### src/rtl/mem_port_arbiter.sv
// Arbitrates the unified single-ported memory between fetch and load/store.
// Handles request/ack sequencing, store lane steering and load extension.
`ifndef MEM_WRITE_LEN
`define MEM_WRITE_LEN 2
`endif
`ifndef MEM_TYPE_LEN
`define MEM_TYPE_LEN 3
`endif
`ifndef M_X
`define M_X 2'd0
`endif
`ifndef M_R
`define M_R 2'd1
`endif
`ifndef M_W
`define M_W 2'd2
`endif
`ifndef MT_X
`define MT_X 3'd0
`endif
`ifndef MT_B
`define MT_B 3'd1
`endif
`ifndef MT_H
`define MT_H 3'd2
`endif
`ifndef MT_W
`define MT_W 3'd3
`endif
`ifndef MT_BU
`define MT_BU 3'd4
`endif
`ifndef MT_HU
`define MT_HU 3'd5
`endif

module mem_port_arbiter #(
  parameter int unsigned STARVE_LIMIT = 4
) (
  input  logic                      clk,
  input  logic                      reset,
  input  logic                      if_req,
  input  logic [31:0]               if_addr,
  input  logic                      if_kill,
  output logic                      if_ready,
  output logic [31:0]               if_rdata,
  input  logic                      d_req,
  input  logic [31:0]               d_addr,
  input  logic [`MEM_WRITE_LEN-1:0] d_rw,
  input  logic [`MEM_TYPE_LEN-1:0]  d_type,
  input  logic [31:0]               d_wdata,
  output logic                      d_ready,
  output logic                      d_err,
  output logic [31:0]               d_rdata,
  output logic                      mem_req,
  output logic [31:0]               mem_addr,
  output logic                      mem_we,
  output logic [3:0]                mem_be,
  output logic [31:0]               mem_wdata,
  input  logic                      mem_ack,
  input  logic [31:0]               mem_rdata
);

  typedef enum logic [1:0] {
    IDLE, IF_BUSY, D_BUSY, D_ERR
  } state_t;

  localparam logic [7:0] LIMIT = 8'(STARVE_LIMIT);

  state_t                    state_q, state_d;
  logic [7:0]                starve_q, starve_d;
  logic                      kill_q, kill_d;
  logic [1:0]                lane_q, lane_d;
  logic [`MEM_TYPE_LEN-1:0]  type_q, type_d;
  logic                      wr_q, wr_d;
  logic                      if_ready_q, if_ready_d;
  logic [31:0]               if_rdata_q, if_rdata_d;
  logic                      d_ready_q, d_ready_d;
  logic                      d_err_q, d_err_d;
  logic [31:0]               d_rdata_q, d_rdata_d;
  logic                      mem_req_q, mem_req_d;
  logic [31:0]               mem_addr_q, mem_addr_d;
  logic                      mem_we_q, mem_we_d;
  logic [3:0]                mem_be_q, mem_be_d;
  logic [31:0]               mem_wdata_q, mem_wdata_d;

  logic        is_b, is_h, is_w;
  logic        d_bad, d_pick, i_pick;
  logic [7:0]  ld_b;
  logic [15:0] ld_h;
  logic [31:0] ld_val;
  logic        unused_ok;

  assign unused_ok = &{1'b0, if_addr[1:0]};

  assign is_b = (d_type == `MT_B) || (d_type == `MT_BU);
  assign is_h = (d_type == `MT_H) || (d_type == `MT_HU);
  assign is_w = (d_type == `MT_W);

  // Unknown encodings and misalignment both end in D_ERR
  assign d_bad = !((d_rw == `M_R) || (d_rw == `M_W))
              || !(is_b || is_h || is_w)
              || (is_h && d_addr[0])
              || (is_w && (d_addr[1:0] != 2'b00));

  assign d_pick = d_req && (!if_req || (starve_q < LIMIT));
  assign i_pick = !d_pick && if_req && !if_kill;

  assign ld_b = mem_rdata[{lane_q, 3'b000} +: 8];
  assign ld_h = mem_rdata[{lane_q[1], 4'b0000} +: 16];

  always_comb begin
    ld_val = mem_rdata;
    unique case (1'b1)
      type_q == `MT_B:  ld_val = {{24{ld_b[7]}}, ld_b};
      type_q == `MT_BU: ld_val = {24'd0, ld_b};
      type_q == `MT_H:  ld_val = {{16{ld_h[15]}}, ld_h};
      type_q == `MT_HU: ld_val = {16'd0, ld_h};
      default:          ld_val = mem_rdata;
    endcase
  end

  always_comb begin
    state_d     = state_q;
    starve_d    = starve_q;
    kill_d      = kill_q;
    lane_d      = lane_q;
    type_d      = type_q;
    wr_d        = wr_q;
    if_ready_d  = 1'b0;
    if_rdata_d  = if_rdata_q;
    d_ready_d   = 1'b0;
    d_err_d     = 1'b0;
    d_rdata_d   = d_rdata_q;
    mem_req_d   = mem_req_q;
    mem_addr_d  = mem_addr_q;
    mem_we_d    = mem_we_q;
    mem_be_d    = mem_be_q;
    mem_wdata_d = mem_wdata_q;
    unique case (state_q)
      IDLE: begin
        kill_d = 1'b0;
        if (d_pick) begin
          if (!if_req)
            starve_d = 8'd0;
          else if (starve_q != 8'hFF)
            starve_d = starve_q + 8'd1;
          lane_d = d_addr[1:0];
          type_d = d_type;
          wr_d   = (d_rw == `M_W);
          if (d_bad) begin
            state_d = D_ERR;
          end else begin
            state_d     = D_BUSY;
            mem_addr_d  = {d_addr[31:2], 2'b00};
            mem_we_d    = (d_rw == `M_W);
            mem_be_d    = 4'b1111;
            mem_wdata_d = 32'd0;
            if (d_rw == `M_W) begin
              unique case (1'b1)
                is_b: begin
                  mem_be_d    = 4'b0001 << d_addr[1:0];
                  mem_wdata_d = {4{d_wdata[7:0]}};
                end
                is_h: begin
                  mem_be_d    = 4'b0011 << {d_addr[1], 1'b0};
                  mem_wdata_d = {2{d_wdata[15:0]}};
                end
                default: mem_wdata_d = d_wdata;
              endcase
            end
          end
        end else if (i_pick) begin
          starve_d    = 8'd0;
          state_d     = IF_BUSY;
          mem_addr_d  = {if_addr[31:2], 2'b00};
          mem_we_d    = 1'b0;
          mem_be_d    = 4'b1111;
          mem_wdata_d = 32'd0;
        end
      end
      IF_BUSY: begin
        if (if_kill)
          kill_d = 1'b1;
        if (!mem_req_q) begin
          mem_req_d = 1'b1;
        end else if (mem_ack) begin
          mem_req_d = 1'b0;
          state_d   = IDLE;
          kill_d    = 1'b0;
          if (!kill_q && !if_kill) begin
            if_ready_d = 1'b1;
            if_rdata_d = mem_rdata;
          end
        end
      end
      D_BUSY: begin
        if (!mem_req_q) begin
          mem_req_d = 1'b1;
        end else if (mem_ack) begin
          mem_req_d = 1'b0;
          state_d   = IDLE;
          d_ready_d = 1'b1;
          d_rdata_d = wr_q ? 32'd0 : ld_val;
        end
      end
      D_ERR: begin
        d_ready_d = 1'b1;
        d_err_d   = 1'b1;
        state_d   = IDLE;
      end
      default: state_d = IDLE;
    endcase
  end

  always_ff @(posedge clk) begin
    if (reset) begin
      state_q     <= IDLE;
      starve_q    <= 8'd0;
      kill_q      <= 1'b0;
      lane_q      <= 2'd0;
      type_q      <= '0;
      wr_q        <= 1'b0;
      if_ready_q  <= 1'b0;
      if_rdata_q  <= 32'd0;
      d_ready_q   <= 1'b0;
      d_err_q     <= 1'b0;
      d_rdata_q   <= 32'd0;
      mem_req_q   <= 1'b0;
      mem_addr_q  <= 32'd0;
      mem_we_q    <= 1'b0;
      mem_be_q    <= 4'd0;
      mem_wdata_q <= 32'd0;
    end else begin
      state_q     <= state_d;
      starve_q    <= starve_d;
      kill_q      <= kill_d;
      lane_q      <= lane_d;
      type_q      <= type_d;
      wr_q        <= wr_d;
      if_ready_q  <= if_ready_d;
      if_rdata_q  <= if_rdata_d;
      d_ready_q   <= d_ready_d;
      d_err_q     <= d_err_d;
      d_rdata_q   <= d_rdata_d;
      mem_req_q   <= mem_req_d;
      mem_addr_q  <= mem_addr_d;
      mem_we_q    <= mem_we_d;
      mem_be_q    <= mem_be_d;
      mem_wdata_q <= mem_wdata_d;
    end
  end

  assign if_ready  = if_ready_q;
  assign if_rdata  = if_rdata_q;
  assign d_ready   = d_ready_q;
  assign d_err     = d_err_q;
  assign d_rdata   = d_rdata_q;
  assign mem_req   = mem_req_q;
  assign mem_addr  = mem_addr_q;
  assign mem_we    = mem_we_q;
  assign mem_be    = mem_be_q;
  assign mem_wdata = mem_wdata_q;

endmodule

### config.mk
export PLATFORM = sky130hd
export DESIGN_NAME = mem_port_arbiter
export DESIGN_NICKNAME = d
export VERILOG_FILES = /design/src/rtl/mem_port_arbiter.sv
export SDC_FILE = /design/constraint.sdc
export NUM_CORES = 1
export LEC_CHECK = 0
export CAP_MARGIN = 15
export CORE_MARGIN = 1.5
export CORE_UTILIZATION = 45
export DETAILED_ROUTE_END_ITERATION = 16
export GPL_TIMING_DRIVEN = 0
export PLACE_DENSITY_LB_ADDON = 0.1
export SYNTH_ARGS = -nofsm -noshare
export SYNTH_HDL_FRONTEND = slang
export SYNTH_SLANG_ARGS = --single-unit
### constraint.sdc
create_clock -name clk -period 2.15 [get_ports clk]
set_input_delay 0.43 -clock clk [delete_from_list [all_inputs] [get_ports clk]]
set_output_delay 0.43 -clock clk [all_outputs]
set_load 0.1 [all_outputs]
Yosys cells after proc, flatten, opt, wreduce, memory -nomap -nowiden. Cells that the tools add are included.

Register bits after elaboration: 154. Input port bits: 139. Logic and storage cells: 117.

Add/sub/neg operators: 1. Magnitude comparators: 1. Equality and inequality tests: 20. Shift-type cells: 4. Multiplexer cells: 39. Bitwise logic cells: 3. Reduce and logical (&&, ||, !) cells: 33.

Operators with widths (number): $mux 32 (8); $pmux 32 s4 (1); $pmux 32 s2 (1); $mux 8 (4); $shiftx 32x6->16 (1); $shiftx 32x6->8 (1); $mux 4 (4); $mux 1 (13); $eq 3x3->1 const B (4); $reduce_and 3->1 (4); $eq 3x2->1 const B (3); $logic_or 1x1->1 (9); $add 8x1->8 const B (1); $lt 8x3->1 const B (1); $mux 2 (4); $ne 8x8->1 const B (1); $pmux 4 s2 (1); $eq 2x2->1 const B (3); $eq 3x1->1 const B (2); $logic_and 1x1->1 (6); $logic_not 1->1 (6); $pmux 2 s3 (1); $reduce_bool 2->1 (3); $eq 2x1->1 const B (2); 13 further kinds (17).

Depth between registers and ports, before layout. Gate-level depths: netlist of the first run.

Word-level depth: 11. Gate-level depth with buffers: 8. Gate-level depth less buffers: 6.

Worst setup path before layout of the first run. Ideal clock, no wire load.

Kind: reg2reg. Start: register mem_req_q, in the netlist mem_req. End: register d_rdata_q[22], in the netlist d_rdata[22]. Arrival time: 2365 ps. Data required time: 2076 ps. Slack: -290 ps. Cell stages (with the launch flop): 7. Path buffers: 1. Clock period less this slack: 2440 ps. Cells stage by stage: dfxtp_1 nand2_1 nor4b_2 and2_1 nand2_1 clkbuf_1 o21ai_0.

Longest elaborated chain between the ends: 1.

RTL lines: start, declared (line 81) `logic mem_req_q, mem_req_d;`; start signal, assigned (line 246) `mem_req_q <= mem_req_d;`; $reduce_and 3->1 (no line); end signal, assigned (line 245) `d_rdata_q <= d_rdata_d;`; end, declared (line 80) `logic [31:0] d_rdata_q, d_rdata_d;`.

No other way between the ends. A chain may end at the register's enable or synchronous reset.

Worst setup path after layout of the first run.
Start: register mem_we_q, in the netlist mem_we. End: output port mem_we.

RTL lines: start, declared (line 83) `logic mem_we_q, mem_we_d;`; start signal, assigned (line 248) `mem_we_q <= mem_we_d;`; end, declared (line 57) `output logic mem_we,`.

No word-level cell between the ends.

==> flow_results.xml, run 1 <==
<?xml version="1.0" encoding="UTF-8"?>
<metrics>
  <group name="timing">
    <metric name="final_min_period_over_clock_period" unit="%">97.6</metric>
    <metric name="final_slew_viol_count" unit="">0</metric>
    <metric name="timing_worst_slew_pin_value" unit="ns">1.04</metric>
    <metric name="finClkSkew" unit="ns">0.00968</metric>
    <metric name="hold_viol" unit="">0</metric>
    <metric name="post-route-min-period" unit="ns">2.10</metric>
    <metric name="postLayoutSetupSlackWorst" unit="ns">0.0522</metric>
    <metric name="setup_viol_count_final" unit="">0</metric>
    <metric name="worst_case_headroom_to_the_max_slew_limit" unit="%">30.9</metric>
    <metric name="max_clock_freq" unit="MHz">477</metric>
  </group>
  <group name="floorplanning">
    <metric name="dieArea" unit="mm²">0.0172</metric>
    <metric name="floorplan.initialDensity" unit="%">46.3</metric>
    <metric name="die-width" unit="µm">131</metric>
    <metric name="std_cell_rows" unit="">46</metric>
    <metric name="core_region_area" unit="mm²">0.0159</metric>
    <metric name="fp.dieH" unit="µm">131</metric>
    <metric name="floorplan.io_pins" unit="">276</metric>
  </group>
  <group name="final_layout">
    <metric name="layout_stage_area_growth_over_the_synthesis_result" unit="%">49.4</metric>
    <metric name="final_core_utilization" unit="%">69.2</metric>
    <metric name="nFillCells" unit="">1395</metric>
    <metric name="final_area" unit="mm²">0.0110</metric>
    <metric name="commonest_cells_after_routing_fill_and_taps_aside" unit="">nand2_1, dfxtp_1, clkdlybuf4s50_1, dlygate4sd2_1, a21oi_1</metric>
    <metric name="nets" unit="">1381</metric>
    <metric name="final_common_cell" unit="">nand2_1</metric>
    <metric name="diodes" unit="">0</metric>
    <metric name="drive_above_1_share" unit="%">8.34</metric>
    <metric name="instances_no_fill" unit="">1463</metric>
  </group>
  <group name="placement">
    <metric name="place_congestion" unit="">0.921</metric>
    <metric name="dpl.cell_count" unit="">1428</metric>
    <metric name="detailedPlacementHpwl" unit="µm">18600</metric>
    <metric name="place.port_buffers" unit="">270</metric>
    <metric name="placed_cell_area" unit="mm²">0.0104</metric>
    <metric name="detailedPlace.worstSlack" unit="ns">-0.634</metric>
  </group>
  <group name="setup_path">
    <metric name="critical_path.max_stage_delay" unit="ns">0.89</metric>
    <metric name="critical_path.endpoint_type" unit="">output port</metric>
    <metric name="critical_path_start_type" unit="">flop</metric>
    <metric name="cp.arrival" unit="ns">1.67</metric>
    <metric name="path_class" unit="">reg2out</metric>
    <metric name="critPathSlowestCell" unit="">clkdlybuf4s15_1</metric>
    <metric name="cp_num_cells" unit="">1</metric>
    <metric name="cp_top_family" unit="">buffers and inverters</metric>
    <metric name="timing.critical_path.cells" unit="">clkdlybuf4s15_1</metric>
    <metric name="worstPathBufferInverterCount" unit="">1</metric>
    <metric name="worst_r2r_path_depth" unit="">8</metric>
    <metric name="crit_required" unit="ns">1.72</metric>
    <metric name="critical_path_peak_fanout" unit="">3</metric>
  </group>
  <group name="drt">
    <metric name="viasPerCell" unit="">5.58</metric>
    <metric name="drtAntennaViolNets" unit="">0</metric>
    <metric name="drt-pass1-iter-count" unit="">5</metric>
    <metric name="wl_per_cell" unit="µm">17.1</metric>
    <metric name="routed-via-count" unit="">8162</metric>
    <metric name="drc" unit="">0</metric>
    <metric name="drtIter0Drc" unit="">580</metric>
    <metric name="routed_wirelength" unit="µm">25100</metric>
  </group>
  <group name="yosys">
    <metric name="yosys-top-cells-area" unit="">dfxtp_1, nand2_1, a21oi_1</metric>
    <metric name="post_synth_instance_area" unit="mm²">0.00739</metric>
    <metric name="synth.distinct_cells" unit="">64</metric>
    <metric name="synth_top_flop_cell" unit="">dfxtp_1</metric>
    <metric name="yosys.area.top_type" unit="">dfxtp_1</metric>
    <metric name="sequential_element_share_of_the_synthesized_area" unit="%">41.2</metric>
    <metric name="postSynthCellCount" unit="">941</metric>
    <metric name="ys_async_sr_fraction" unit="%">0</metric>
    <metric name="yosys_warnings" unit="">0</metric>
    <metric name="synth_seq_cells" unit="">152</metric>
    <metric name="post_synth_edffs" unit="">0</metric>
    <metric name="synth.avg_cell_area" unit="µm²">7.85</metric>
    <metric name="synth_top_area_share" unit="%">41.2</metric>
  </group>
  <group name="grt">
    <metric name="grt_pass1_wl" unit="µm">39900</metric>
    <metric name="grt_antenna_before_repair" unit="">0</metric>
    <metric name="grt_overflow_total" unit="">0</metric>
    <metric name="global_routing_usage_summed_across_all_routing_layers" unit="%">28.8</metric>
    <metric name="grt_pass1_vias" unit="">7841</metric>
    <metric name="grt_max_degree" unit="">17</metric>
  </group>
  <group name="clock_network">
    <metric name="ctsHoldBuffers" unit="">0</metric>
    <metric name="numCtsBuffers" unit="">17</metric>
    <metric name="htreeDepth" unit="">4</metric>
    <metric name="insertion_delay" unit="ns">0.43</metric>
    <metric name="cts.sink_count" unit="">152</metric>
    <metric name="clockBufferDepth" unit="">2</metric>
    <metric name="cts_tree" unit="">built</metric>
    <metric name="clk_root_buffer_cell" unit="">clkbuf_16</metric>
    <metric name="clk_pin_slew" unit="ns">0.06</metric>
  </group>
  <group name="power">
    <metric name="power-per-cell-area" unit="mW/mm²">973</metric>
    <metric name="p_leak" unit="nW">4.62</metric>
    <metric name="p_total" unit="W">0.0107</metric>
    <metric name="vdd_ir_drop_max" unit="mV">0.565</metric>
  </group>
  <group name="min_path">
    <metric name="whs_path_cells" unit="">3</metric>
    <metric name="min_path_type" unit="">in2reg</metric>
  </group>
  <group name="status">
    <metric name="run_status" unit="">completed</metric>
  </group>
  <group name="flow_run">
    <metric name="cap_violations" unit="">0</metric>
  </group>
</metrics>
==> flip-flops by register name, indices dropped and copies added (netlist names), 2 cells and up <==
| signal | cells |
|---|---|
| if_rdata | 32 |
| state_q | 2 |
| mem_wdata | 32 |
| type_q | 3 |
| lane_q | 2 |
| d_rdata | 32 |
| mem_be | 4 |
| starve_q | 8 |
| mem_addr | 30 |
==> power by group <==
group | switching (W) | internal (W)
combinational | 0.00305 | 0.00110
clock | 0.00121 | 0.00215
sequential | 0.000153 | 0.00308
total | 0.00441 | 0.00633
==> layout make-up <==
type / count / area, µm² / area share (%)
inverters: 14 / 52.6 / 0.476
clock inverters: 10 / 191 / 1.73
well taps: 216 / 270 / 2.45
clock buffers: 21 / 470 / 4.26
flip-flops and latches: 152 / 3040 / 27.6
multi-input cells: 697 / 4050 / 36.7
repair buffers: 275 / 2570 / 23.3
plain buffers: 78 / 384 / 3.48
==> cell usage after synthesis (14+ instances only) <==
cell type,instances
o31ai_1,14
nand3_1,23
clkbuf_1,52
nand2b_1,20
a311oi_1,30
nor2_1,69
nand2_1,198
o211ai_1,22
dfxtp_1,152
nor2b_1,18
o21ai_0,60
mux2i_1,17
a21oi_1,82
==> timing repair <==
item / in CTS / in global routing
endpoints found under the setup margin: 222 / 142
resized for setup: 143 / 53
pin swaps: 0 / 11
setup buffers: 0 / 5
==> per-layer routing <==
| metal | GRT usage (%) | vias up | share of wire (%) |
|---|---|---|---|
| met5 | 0 | - | 0 |
| met4 | 12.9 | 0 | 3.8 |
| met3 | 8.14 | 65 | 8.2 |
| met2 | 48.1 | 355 | 47 |
| met1 | 34.6 | 3802 | 41 |
| li1 | - | 3940 | - |
==> stage by stage <==
stage | hold WS [ns] | TNS (ns)
CTS | 0.372 | 0
floorplan | 0.448 | 0
global placement | 0.439 | -69.01
finish | 0.396 | 0
global route | 0.425 | -0.00965
detailed placement | 0.442 | -72.49
==> cell families after synthesis <==
| group | share of synthesized area [%] |
|---|---|
| AO/OA/AOI/OAI | 25.2 |
| XOR/XNOR | 0.474 |
| adder cells (fa/ha/maj) | 1.19 |
| buffers and inverters | 5.54 |
| flip-flops | 41.2 |
| multiplexers | 2.76 |
| other | 0.0508 |
| AND/OR/NAND/NOR | 23.6 |
==> worst paths after layout <==
path,from,to,slack [ns]
setup reg to reg,starve_q[4]$_SDFFE_PP0P_,mem_wdata[15]$_SDFFE_PP0P_,0.13
hold reg to reg,d_rdata[5]$_SDFFE_PP0P_,d_rdata[5]$_SDFFE_PP0P_,0.45
hold / removal,d_type[2],type_q[2]$_SDFFE_PP0P_,0.40
setup / recovery,mem_we$_SDFFE_PP0P_,mem_we,0.05
(Power assumes the default switching activity.)
==> inputs of run 2 (changes only) <==
--- a/config.mk
+++ b/config.mk
@@ -5,7 +5,7 @@
 export SDC_FILE = /design/constraint.sdc
 export NUM_CORES = 1
 export LEC_CHECK = 0
-export CAP_MARGIN = 15
+export CAP_MARGIN = 0
 export CORE_MARGIN = 1.5
 export CORE_UTILIZATION = 45
 export DETAILED_ROUTE_END_ITERATION = 16
==> results of run 2 <==
Final layout, timing and power as in run 1 (identical DEF).
